File: src/rtl/pipe_rr_arbiter.sv
// Round-robin arbiter that merges N_REQ valid/ready producers into one registered
// output stage. A grant is held for a whole burst and each beat is tagged with its source.
`timescale 1ns/1ps
module pipe_rr_arbiter #(
  parameter int N_REQ  = 4,
  parameter int DATA_W = 8,
  localparam int SRC_W = $clog2(N_REQ)
) (
  input  logic                    clock,
  input  logic                    reset,
  input  logic [N_REQ-1:0]        in_valid,
  output logic [N_REQ-1:0]        in_ready,
  input  logic [N_REQ*DATA_W-1:0] in_data,
  input  logic [N_REQ-1:0]        in_last,
  output logic                    out_valid,
  input  logic                    out_ready,
  output logic [DATA_W-1:0]       out_data,
  output logic                    out_last,
  output logic [SRC_W-1:0]        out_src,
  output logic                    o_dbg_state,
  output logic [SRC_W-1:0]        o_dbg_rr_ptr,
  output logic [SRC_W-1:0]        o_dbg_lock_idx
);

  // Handshake: a beat moves on a rising edge when valid and ready are both high;
  // a source holds data/last stable while valid=1 and ready=0.
  typedef enum logic {ST_IDLE = 1'b0, ST_LOCK = 1'b1} state_t;

  state_t            r_state;
  state_t            w_state_next;
  logic [SRC_W-1:0]  r_rr_ptr;
  logic [SRC_W-1:0]  w_rr_ptr_next;
  logic [SRC_W-1:0]  r_lock_idx;
  logic [SRC_W-1:0]  w_lock_idx_next;
  logic              r_out_valid;
  logic [DATA_W-1:0] r_out_data;
  logic              r_out_last;
  logic [SRC_W-1:0]  r_out_src;

  logic              w_open;
  logic              w_found;
  logic              w_accept;
  logic [SRC_W-1:0]  w_gidx;
  logic [N_REQ-1:0]  w_grant;
  logic [DATA_W-1:0] w_sel_data;
  logic              w_sel_last;

  assign w_open   = out_ready | ~r_out_valid;
  assign w_accept = w_open & w_found;
  assign in_ready = {N_REQ{w_open}} & w_grant;

  // Grant is a function of state and in_valid only, never of in_ready.
  always_comb begin
    int               idx;
    logic [SRC_W-1:0] cand;
    w_grant = '0;
    w_gidx  = '0;
    w_found = 1'b0;
    idx     = 0;
    cand    = '0;
    if (r_state == ST_LOCK) begin
      w_gidx              = r_lock_idx;
      w_found             = in_valid[r_lock_idx];
      w_grant[r_lock_idx] = in_valid[r_lock_idx];
    end else begin
      for (int k = 0; k < N_REQ; k++) begin
        idx = int'(r_rr_ptr) + k;
        if (idx >= N_REQ) idx = idx - N_REQ;
        cand = SRC_W'(idx);
        if (!w_found && in_valid[cand]) begin
          w_found       = 1'b1;
          w_gidx        = cand;
          w_grant[cand] = 1'b1;
        end
      end
    end
  end

  always_comb begin
    w_sel_data = '0;
    w_sel_last = 1'b0;
    for (int i = 0; i < N_REQ; i++) begin
      if (w_gidx == SRC_W'(i)) begin
        w_sel_data = in_data[i*DATA_W +: DATA_W];
        w_sel_last = in_last[i];
      end
    end
  end

  always_comb begin
    w_state_next    = r_state;
    w_rr_ptr_next   = r_rr_ptr;
    w_lock_idx_next = r_lock_idx;
    if (w_accept) begin
      if (w_sel_last) begin
        w_state_next  = ST_IDLE;
        // Explicit wrap keeps non-power-of-2 N_REQ from producing an out-of-range index.
        w_rr_ptr_next = (w_gidx == SRC_W'(N_REQ - 1)) ? '0 : w_gidx + SRC_W'(1);
      end else begin
        w_state_next    = ST_LOCK;
        w_lock_idx_next = w_gidx;
      end
    end
  end

  always_ff @(posedge clock) begin
    if (reset) begin
      r_state     <= ST_IDLE;
      r_rr_ptr    <= '0;
      r_lock_idx  <= '0;
      r_out_valid <= 1'b0;
      r_out_data  <= '0;
      r_out_last  <= 1'b0;
      r_out_src   <= '0;
    end else begin
      r_state    <= w_state_next;
      r_rr_ptr   <= w_rr_ptr_next;
      r_lock_idx <= w_lock_idx_next;
      if (w_open) begin
        r_out_valid <= w_accept;
        if (w_accept) begin
          r_out_data <= w_sel_data;
          r_out_last <= w_sel_last;
          r_out_src  <= w_gidx;
        end
      end
    end
  end

  assign out_valid      = r_out_valid;
  assign out_data       = r_out_data;
  assign out_last       = r_out_last;
  assign out_src        = r_out_src;
  assign o_dbg_state    = (r_state == ST_LOCK);
  assign o_dbg_rr_ptr   = r_rr_ptr;
  assign o_dbg_lock_idx = r_lock_idx;

endmodule

File: config.mk
export PLATFORM = sky130hd
export DESIGN_NAME = pipe_rr_arbiter
export DESIGN_NICKNAME = d
export VERILOG_FILES = /design/src/rtl/pipe_rr_arbiter.sv
export SDC_FILE = /design/constraint.sdc
export NUM_CORES = 1
export LEC_CHECK = 0
export BUFFER_PORTS_ARGS = -buffer_cell sky130_fd_sc_hd__buf_4
export CAP_MARGIN = 20
export CORE_MARGIN = 2
export CORE_UTILIZATION = 50
export CTS_CLUSTER_DIAMETER = 200
export DETAILED_ROUTE_END_ITERATION = 10
export GPL_TIMING_DRIVEN = 0
export MAX_ROUTING_LAYER = met4
export PLACE_DENSITY = 0.87
export SYNTH_ARGS = -nofsm -noshare
export SYNTH_HDL_FRONTEND = slang
export SYNTH_SLANG_ARGS = --single-unit
File: constraint.sdc
create_clock -name clock -period 5.5 [get_ports clock]
set_input_delay 1.1 -clock clock [delete_from_list [all_inputs] [get_ports clock]]
set_output_delay 1.1 -clock clock [all_outputs]
set_load 0.02 [all_outputs]
Yosys cells after proc, flatten, opt, wreduce, memory -nomap -nowiden
Cells that the tools add are included.
Word-level totals
  bits in registers: 17
  input bits: 43
  output and inout bits: 21
  logic and storage cells: 115
Operators by class
  add/subtract/negate cells: 8
  magnitude comparators: 14
  eq/ne operators: 3
  multiplexer cells: 59
  bitwise gates (word level): 9
  reductions and logical operators: 15
Operator list (count)
  4-bit 2-to-1 mux: 8
  8-bit 2-to-1 mux: 4
  2-bit 2-to-1 mux: 14
  1-bit 2-to-1 mux: 23
  2-bit by 3-bit < comparator with 1-bit output (second input constant): 5
  4-bit bitwise OR: 3
  1-bit binary-select mux with 2-bit select: 5
  1-bit demux with 2-bit select: 5
  2-bit by 1-bit >= comparator with 1-bit output (second input constant): 5
  3-bit >= comparator (second input constant): 3
  4-bit bitwise AND: 2
  1-bit logical AND: 8
  2-bit by 1-bit subtractor with 2-bit output (second input constant): 4
  2-bit by 2-bit adder with 3-bit output (second input constant): 2
  2-bit AND reduction: 3
  2-bit equality test (second input constant): 2
  2-bit by 1-bit adder with 3-bit output (second input constant): 1
  2-bit by 3-bit >= comparator with 1-bit output (second input constant): 1
  1-bit logical NOT: 3
  2-bit by 1-bit adder with 2-bit output (second input constant): 1
  2-bit by 1-bit equality test with 1-bit output (second input constant): 1
  2-bit logical NOT: 1
  1-bit inverter: 2
  1-bit bitwise AND: 1
  1-bit bitwise OR: 1

Longest topological paths before layout
Gate-level depths: netlist of run 1.
  depth in word-level cells: 26
  mapped depth: 16
  mapped depth without buffers: 13

Least setup slack after synthesis of run 1
Ideal clock, no wire load.
  path type: in2out
  start: in in_valid[1]
  end: out in_ready[1]
  data arrival time: 2.976 ns
  data required time: 4.400 ns
  setup slack: 1.424 ns
  stages: 6
  buffers on the path: 1
  cell sequence: clkbuf_2 > mux4_2 > nand2b_1 > nor3_1 > a222oi_1 > a221oi_1
On the way
  cells in the longest elaborated chain, start to end: 17
  elaborated cells between the ends (all ways): 35
  classes of those cells: mux: 24; bitwise: 5; reduce/logical: 6
RTL lines
  start, declared: RTL line 11  | input logic [N_REQ-1:0] in_valid,
  1-bit binary-select mux with 2-bit select: RTL line 70  | if (!w_found && in_valid[cand]) begin
  1-bit 2-to-1 mux (implied by the code): RTL line 70
  1-bit 2-to-1 mux: RTL line 70
  1-bit 2-to-1 mux: RTL line 61  | if (r_state == ST_LOCK) begin
  1-bit logical NOT: RTL line 70
  1-bit logical AND: RTL line 70
  1-bit 2-to-1 mux: RTL line 70
  1-bit 2-to-1 mux: RTL line 61
  1-bit logical NOT: RTL line 70
  1-bit logical AND: RTL line 70
  1-bit 2-to-1 mux: RTL line 70
  1-bit 2-to-1 mux: RTL line 61
  1-bit logical NOT: RTL line 70
  1-bit logical AND: RTL line 70
  4-bit 2-to-1 mux: RTL line 70
  4-bit 2-to-1 mux *: RTL line 61
  4-bit bitwise AND *: RTL line 50  | assign in_ready = {N_REQ{w_open}} & w_grant;
  end, declared: RTL line 12  | output logic [N_REQ-1:0] in_ready,
Every way passes the cells marked *; elsewhere a longest branch is shown, timed or not. The select of a mux whose other input is x is not followed.

Worst setup path after layout of run 1
  start: reg r_rr_ptr[0], in the netlist o_dbg_rr_ptr[0]
  end: reg r_lock_idx[0], in the netlist o_dbg_lock_idx[0]
On the way
  cells in the longest elaborated chain, start to end: 26
  elaborated cells between the ends (all ways): 57
  classes of those cells: add/sub: 7; order compare: 4; eq/ne: 3; mux: 33; bitwise: 2; reduce/logical: 8
RTL lines
  start, declared: RTL line 31  | logic [SRC_W-1:0] r_rr_ptr;
  start signal, assigned: RTL line 117  | r_rr_ptr <= w_rr_ptr_next;
  2-bit by 3-bit >= comparator with 1-bit output or 2-bit by 1-bit subtractor with 2-bit output (tied branches): RTL line 68  | if (idx >= N_REQ) idx = idx - N_REQ;
  2-bit 2-to-1 mux: RTL line 68
  2-bit 2-to-1 mux: RTL line 61
  1-bit binary-select mux with 2-bit select: RTL line 70
  1-bit 2-to-1 mux (implied by the code): RTL line 70
  1-bit 2-to-1 mux: RTL line 70
  1-bit 2-to-1 mux: RTL line 61
  1-bit logical NOT: RTL line 70
  [8 not listed]
  1-bit logical AND: RTL line 70
  2-bit 2-to-1 mux *: RTL line 70
  2-bit 2-to-1 mux *: RTL line 61
  named net w_gidx[0]: RTL line 43  | logic [SRC_W-1:0] w_gidx;
  2-bit logical NOT: RTL line 83  | if (w_gidx == SRC_W'(i)) begin
  1-bit 2-to-1 mux (4 in series): RTL line 83
  1-bit inverter (no line)
  2-bit AND reduction (no line)
  end signal, assigned: RTL line 118  | r_lock_idx <= w_lock_idx_next;
  end, declared: RTL line 33  | logic [SRC_W-1:0] r_lock_idx;
Mark *: on every way through the listed nets, which the timed path passes. The rest lies on a longest branch. The select of a mux whose other input is x is not followed.
A chain may end at the register's enable or synchronous reset.

==> key figures, run 1 <==
Floorplanning
  • # IOs: 64
  • Die area: ~0.0037 mm²
  • Die Span Y: roughly 60 µm
  • Core area: approximately 0.0031 mm²
  • Row cnt: 20
  • Starting density of the core: 0.525
  • Die width: between 60 and 70 µm

Logic synthesis
  • Sequential area share after synthesis: 0.212
  • Post-synth cell types: 39
  • Synth Register Bits: 17
  • Post-Synthesis Cells: 192
  • Yosys warns: 0
  • Synthesized area: 0.00160 mm²
  • Syn_nets: between 200 and 250
  • Syn_area_per_cell: 8.35 µm²

Placed design
  • Hpwl dp: 3530 µm
  • Pre-CTS setup slack: 0.835 ns
  • Final Wtd Congestion: approximately 0.86
  • PortBufs: between 60 and 70

STA
  • Final cycle utilization of the critical path: 0.831
  • Worst-margin pin slew: around 0.75 ns
  • Final WS setup: 0.928 ns
  • Final TNS setup: 0 ns
  • Final worst path period need: 4.57 ns
  • Max_slew headroom: 0.497
  • Final setup fails: 0
  • Worst Skew: 0.00411 ns
  • Final hold vios: 0
  • RSZ-0062 raised after global routing: no
  • Pins Over Slew Limit: 0
  • F_max: 219 MHz

Finish
  • Leading cell type in the layout, fill and taps excluded: buf_4
  • Final #Nets: 313
  • Area of the multi-input gates: 0.00114 mm²
  • Commonest non-fill, non-tap cells in the layout: 62 x buf_4, 19 x nor3_1, 19 x nor2b_1
  • # diodes: 0
  • Layout cells sized above 1: 0.323
  • Number of fillers in the final layout: 278
  • Sequential cell area: ~340 µm²
  • Area grow syn2layout: 33.9%

Hold path
  • HP Class: reg2reg

Worst setup path
  • Startpoint Class: register
  • Critical path capture point type: register
  • Critical Path RT: ~5.7 ns
  • Crit path DAT: 4.78 ns
  • Crit-path max FO: 9
  • Setup Crit Path Kind: reg2reg

Global route
  • Total Routing Usage GR: 0.272
  • Initial antenna violation count: 0
  • Largest net degree at the start of global routing: 12
  • Congestion Overflow GR: 0
  • First-pass GRT wire length: about 7400 µm
  • Vias in the first global route: around 1700

Run status
  • Status: finished, final reports clean

Detailed routing
  • Antenna Nets Post-Route: 0
  • Drt wl/cell: 14.7 µm
  • Drt initial violations: 68
  • Drt first pass iters: 4
  • DRC viols: 0
  • Final WL: 4440 µm
  • Vias per cell: 5.90
  • Via Count: 1777

Clock network
  • CTS tree: yes
  • Num CTS Buffers: 3
  • Post-cts sizing count: 0
  • Clk Latency, worst-skew pair: approximately 0.29 ns
  • Max Root-Sink Buffers: 2
  • Htree depth: 1
  • CTS sink cnt: 17
  • Setup bufs post-CTS: 0
  • Hold Buf Count CTS: 0
  • Clk root buf: clkbuf_4
  • CTS clk-pin slew, worst paths: 0.11 ns

Power and ir drop
  • Pleak: just under 0.9 nW
  • Max VDD drop: 0.272 mV
  • Pwr dens: 507 mW/mm²

Flow run
  • Max Cap Viol: 0
## registers in the layout, summed over array words and instances, names as in the netlist
register / count
out_src: 2
out_valid: 1
out_data: 8
o_dbg_state: 1
out_last: 1
o_dbg_rr_ptr: 2
o_dbg_lock_idx: 2
## per-layer routing
metal	GRT usage	routed length, µm
met4	0.0373	29
met3	0.0426	219
met2	0.482	2280
met5	-	0
met1	0.332	1900
## worst max-delay path: stages (launching register included)
cell,delay (ns)
dfxtp_1,0.48
buf_6,0.19
inv_1,0.14
ha_1,0.30
clkbuf_1,0.32
mux4_2,0.38
nand2b_1,0.15
a2111oi_0,0.12
a211oi_1,0.66
inv_1,0.19
ha_1,0.35
nand3b_1,0.20
a221oi_1,0.33
a21oi_1,0.21
and2_4,0.25
a211oi_1,0.21
## power breakdown
part,total [mW],switching [mW],internal [mW]
Clock,0.0689,0.0412,0.0276
Combinational,0.813,0.459,0.354
Sequential,0.206,0.0358,0.170
Total,1.09,0.536,0.552
## layout make-up
type | count | share of cell area
buffer | 18 | 0.0449
clock buffer | 3 | 0.0105
clock inverter | 1 | 0.00350
inverter | 6 | 0.0105
multi-input combinational | 151 | 0.533
sequential | 17 | 0.159
tap | 44 | 0.0256
timing repair buffer | 61 | 0.213
## stage by stage
step           power [mW]  std cells  hold slack (ns)  utilization  area [µm²]
4_1_cts              1.08        301            0.504        0.703        2150
3_3_place_gp         1.00        297            0.484        0.693        2120
6_report             1.09        301            0.502        0.703        2150
5_1_grt              1.19        301            0.533        0.703        2150
2_1_floorplan       0.780        192            0.558            -        1600
3_5_place_dp         1.01        297            0.487        0.693        2120
## final timing paths
check,from,to,slack (ns),cells after the start
min reg2reg,out_data[2],out_data[2],0.50,2
max,o_dbg_rr_ptr[0],o_dbg_lock_idx[0],0.93,15
max reg2reg,o_dbg_rr_ptr[0],o_dbg_lock_idx[0],0.93,15
min,out_data[2],out_data[2],0.50,2
## cell usage after synthesis, drive strengths merged
cell type,n,share of area
o311ai,1,0.0055
ha,12,0.094
o21a,1,0.0047
inv,6,0.014
o41ai,1,0.0055
nand2,3,0.0070
and2,2,0.0094
nor2b,19,0.074
a222oi,4,0.025
a32o,1,0.0062
or3b,1,0.0055
nor3,19,0.059
a31oi,1,0.0039
a221oi,14,0.076
mux2,1,0.0070
or2,1,0.0039
nor2,14,0.033
nand3b,6,0.028
a2111oi,1,0.0055
dfxtp,17,0.21
buf,7,0.034
a21boi,1,0.0047
mux4,5,0.070
a211oi,13,0.061
o211a,1,0.011
o211ai,1,0.0078
nand2b,5,0.020
a21oi,13,0.041
nand3,1,0.0031
mux2i,3,0.019
or4,1,0.0070
o21ai,4,0.012
o31ai,1,0.0047
clkbuf,11,0.027
## cell families (layout without fill, tap and decap cells)
| kind of cell | after synthesis | in the layout | share of synthesized area |
|---|---|---|---|
| adders and majority gates | 12 | 12 | 0.0936 |
| DFF | 17 | 17 | 0.212 |
| and+or+nand+nor | 72 | 72 | 0.250 |
| AOI/OAI and AO/OA | 58 | 58 | 0.275 |
| buffers and inverters | 24 | 89 | 0.0741 |
| muxes | 9 | 9 | 0.0959 |
Note: power is estimated with default switching activity, not from simulation.
==> run 2, diff against run 1 <==
CORE_UTILIZATION = 44   (was 50)
PLACE_DENSITY = 0.82   (was 0.87)
clock period = 4.2 ns   (was 5.5 ns; I/O delays follow)
==> run 2 against run 1 <==
Effect of this change: total power increased by 32%; utilization decreased by 6.8 points; clock skew decreased by 0.00062 ns; design area increased by 1.0%; flip-flop and latch count unchanged; fmax increased by 16%; largest cell class unchanged; sequential power increased by 33%; die area increased by 13%; critical path depth decreased by 1; via count decreased by 4.9%; clock power increased by 25%; first-iteration DRC count increased by 47%.
==> key figures, run 2 (synthesis gave the netlist of run 1 again) <==
Floorplanning
  • Die Span Y: 64.4 µm
  • Core area: around 0.0034 mm²
  • Die width: 64.4 µm
  • # IOs: 64
  • Starting density of the core: 0.470
  • Die area: 0.00414 mm²
  • Row cnt: 21

Clock network
  • Clk Latency, worst-skew pair: 0.29 ns
  • CTS clk-pin slew, worst paths: 0.10 ns
  • Num CTS Buffers: 3
  • CTS tree: yes
  • Htree depth: 1
  • Hold Buf Count CTS: 0
  • CTS sink cnt: 17
  • Setup bufs post-CTS: 0
  • Max Root-Sink Buffers: 2
  • Clk root buf: clkbuf_4

Finish
  • # diodes: 0
  • Layout cells sized above 1: 0.348
  • Area grow syn2layout: 35.3%
  • Number of fillers in the final layout: between 300 and 400
  • Design area: 0.00217 mm²
  • Final #Nets: 312
  • Leading cell type in the layout, fill and taps excluded: buf_4
  • Max reg flops: 8
  • Final non-filler cell total: just over 300
  • Commonest non-fill, non-tap cells in the layout: 62 x buf_4, 19 x nor3_1, 19 x nor2b_1

Worst setup path
  • WP depth: 14
  • CP top delay family: compound AO/OA/AOI/OAI gates
  • Buffers and inverters on the worst path: 2
  • Crit path DAT: between 4 and 5 ns
  • Crit Reg-Reg Endpoint: o_dbg_lock_idx[0]
  • Critical Path RT: ~4.4 ns
  • Startpoint Class: register
  • Crit-path max FO: 9
  • Crit path to: o_dbg_lock_idx[0]
  • Setup Crit Path Kind: reg2reg
  • Critical Path Source: o_dbg_rr_ptr[0]
  • Worst R2R Start: o_dbg_rr_ptr[0]
  • CP dominant cell by count: a221oi_1
  • Critical path cell sequence: buf_6, inv_1, ha_4, mux4_2, nor2_1, a221oi_1, o21a_1, or2_2, ha_1, nand3b_1, a221oi_1, a21oi_2, and2_4, a211oi_1
  • CP max-delay cell: dfxtp_2
  • R2R depth: 14
  • Reg2Reg Setup Slack: 0.25 ns
  • Max incr delay on CP: 0.41 ns
  • Critical path capture point type: register

Placed design
  • Dpl cells: approximately 300
  • DP Area: 0.00212 mm²
  • PortBufs: 61
  • Hpwl dp: between 3000 and 4000 µm
  • Final Wtd Congestion: 0.850

STA
  • RSZ-0062 raised after global routing: no
  • Worst Skew: between 0.003 and 0.004 ns
  • Worst-margin pin slew: between 0.4 and 0.5 ns
  • Final setup fails: 0
  • F_max: 253 MHz
  • Pins Over Slew Limit: 0
  • Final cycle utilization of the critical path: 0.941
  • Final hold vios: 0
  • Max_slew headroom: 0.685
  • Final worst path period need: 3.95 ns

Global route
  • Largest net degree at the start of global routing: 11
  • Initial antenna violation count: 0
  • Total Routing Usage GR: 0.216
  • Congestion Overflow GR: 0
  • First-pass GRT wire length: 7130 µm
  • Vias in the first global route: ~1600

Hold path
  • HP Class: reg2reg
  • Hold path start: out_data[0]

Detailed routing
  • Drt initial violations: 100
  • Drt first pass iters: 4
  • Final WL: 4380 µm
  • Drt wl/cell: 14.5 µm
  • DRC viols: 0
  • Via Count: roughly 1700
  • Vias per cell: 5.60
  • Antenna Nets Post-Route: 0

Power and ir drop
  • Pleak: 0.899 nW
  • Switching share of power: 0.488
  • Clk network pwr share: 0.060
  • Net switching power figure: 703 µW
  • Logic pwr share: 0.750
  • Max VDD drop: 0.369 mV
  • Internal power: between 700 and 800 µW
  • Pwr dens: 664 mW/mm²
  • Sequential share of power: 0.190

Flow run
  • Max Cap Viol: 0

Run status
  • Status: finished, final reports clean
-- run 2: how the worst min path moves through the flow --
stage	endpoint	cells past startpoint
2_1_floorplan	out_src[1]	2
3_3_place_gp	out_last	2
3_5_place_dp	out_data[0]	2
4_1_cts	out_data[0]	2
5_1_grt	out_src[1]	2
6_report	out_data[0]	2
-- run 2: power groups by stage --
stage	clock, mW	sequential, mW	combinational (mW)
3_5_place_dp	0	0.276	1.05
5_1_grt	0.0947	0.282	1.18
3_3_place_gp	0	0.272	1.03
2_1_floorplan	0	0.335	0.687
6_report	0.0861	0.274	1.08
4_1_cts	0.0879	0.273	1.06
-- run 2: metrics by stage --
step	hold slack (ns)	setup WS [ns]	TNS, ns	utilization	total power, mW
after floorplan	0.558	0.310	0	-	1.02
after global placement	0.487	-0.231	-0.996	0.621	1.31
after detailed placement	0.492	-0.335	-2.16	0.621	1.33
after CTS	0.508	0.0101	0	0.629	1.42
after global routing	0.547	0.0307	0	0.635	1.56
final	0.506	0.247	0	0.635	1.44
-- run 2: what timing repair did --
| action | 4_1_cts | 5_1_grt |
|---|---|---|
| cloned | 0 | 0 |
| gates resized for setup | 1 | 8 |
| endpoints found under the setup margin | 14 | 14 |
-- run 2: tightest hold or removal path: stages (launching register included) --
cell     delay (ns)
dfxtp_1        0.33
nor2_1         0.09
nor3_1         0.05
-- run 2: routing by layer --
layer	vias to the layer above	global-route usage	wire [µm]
met3	4	0.0211	216
met5	-	-	0
met2	58	0.359	2180
met1	769	0.290	1950
li1	859	-	-
met4	0	0.0346	36
-- run 2: cell type report --
type | instances | area [µm²] | area share
tap | 46 | 57.6 | 0.0265
buffer | 17 | 93.8 | 0.0433
clock inverter | 1 | 5.00 | 0.00231
inverter | 6 | 22.5 | 0.0104
multi-input combinational | 151 | 1170 | 0.538
timing repair buffer | 61 | 458 | 0.211
clock buffer | 3 | 22.5 | 0.0104
sequential | 17 | 343 | 0.158
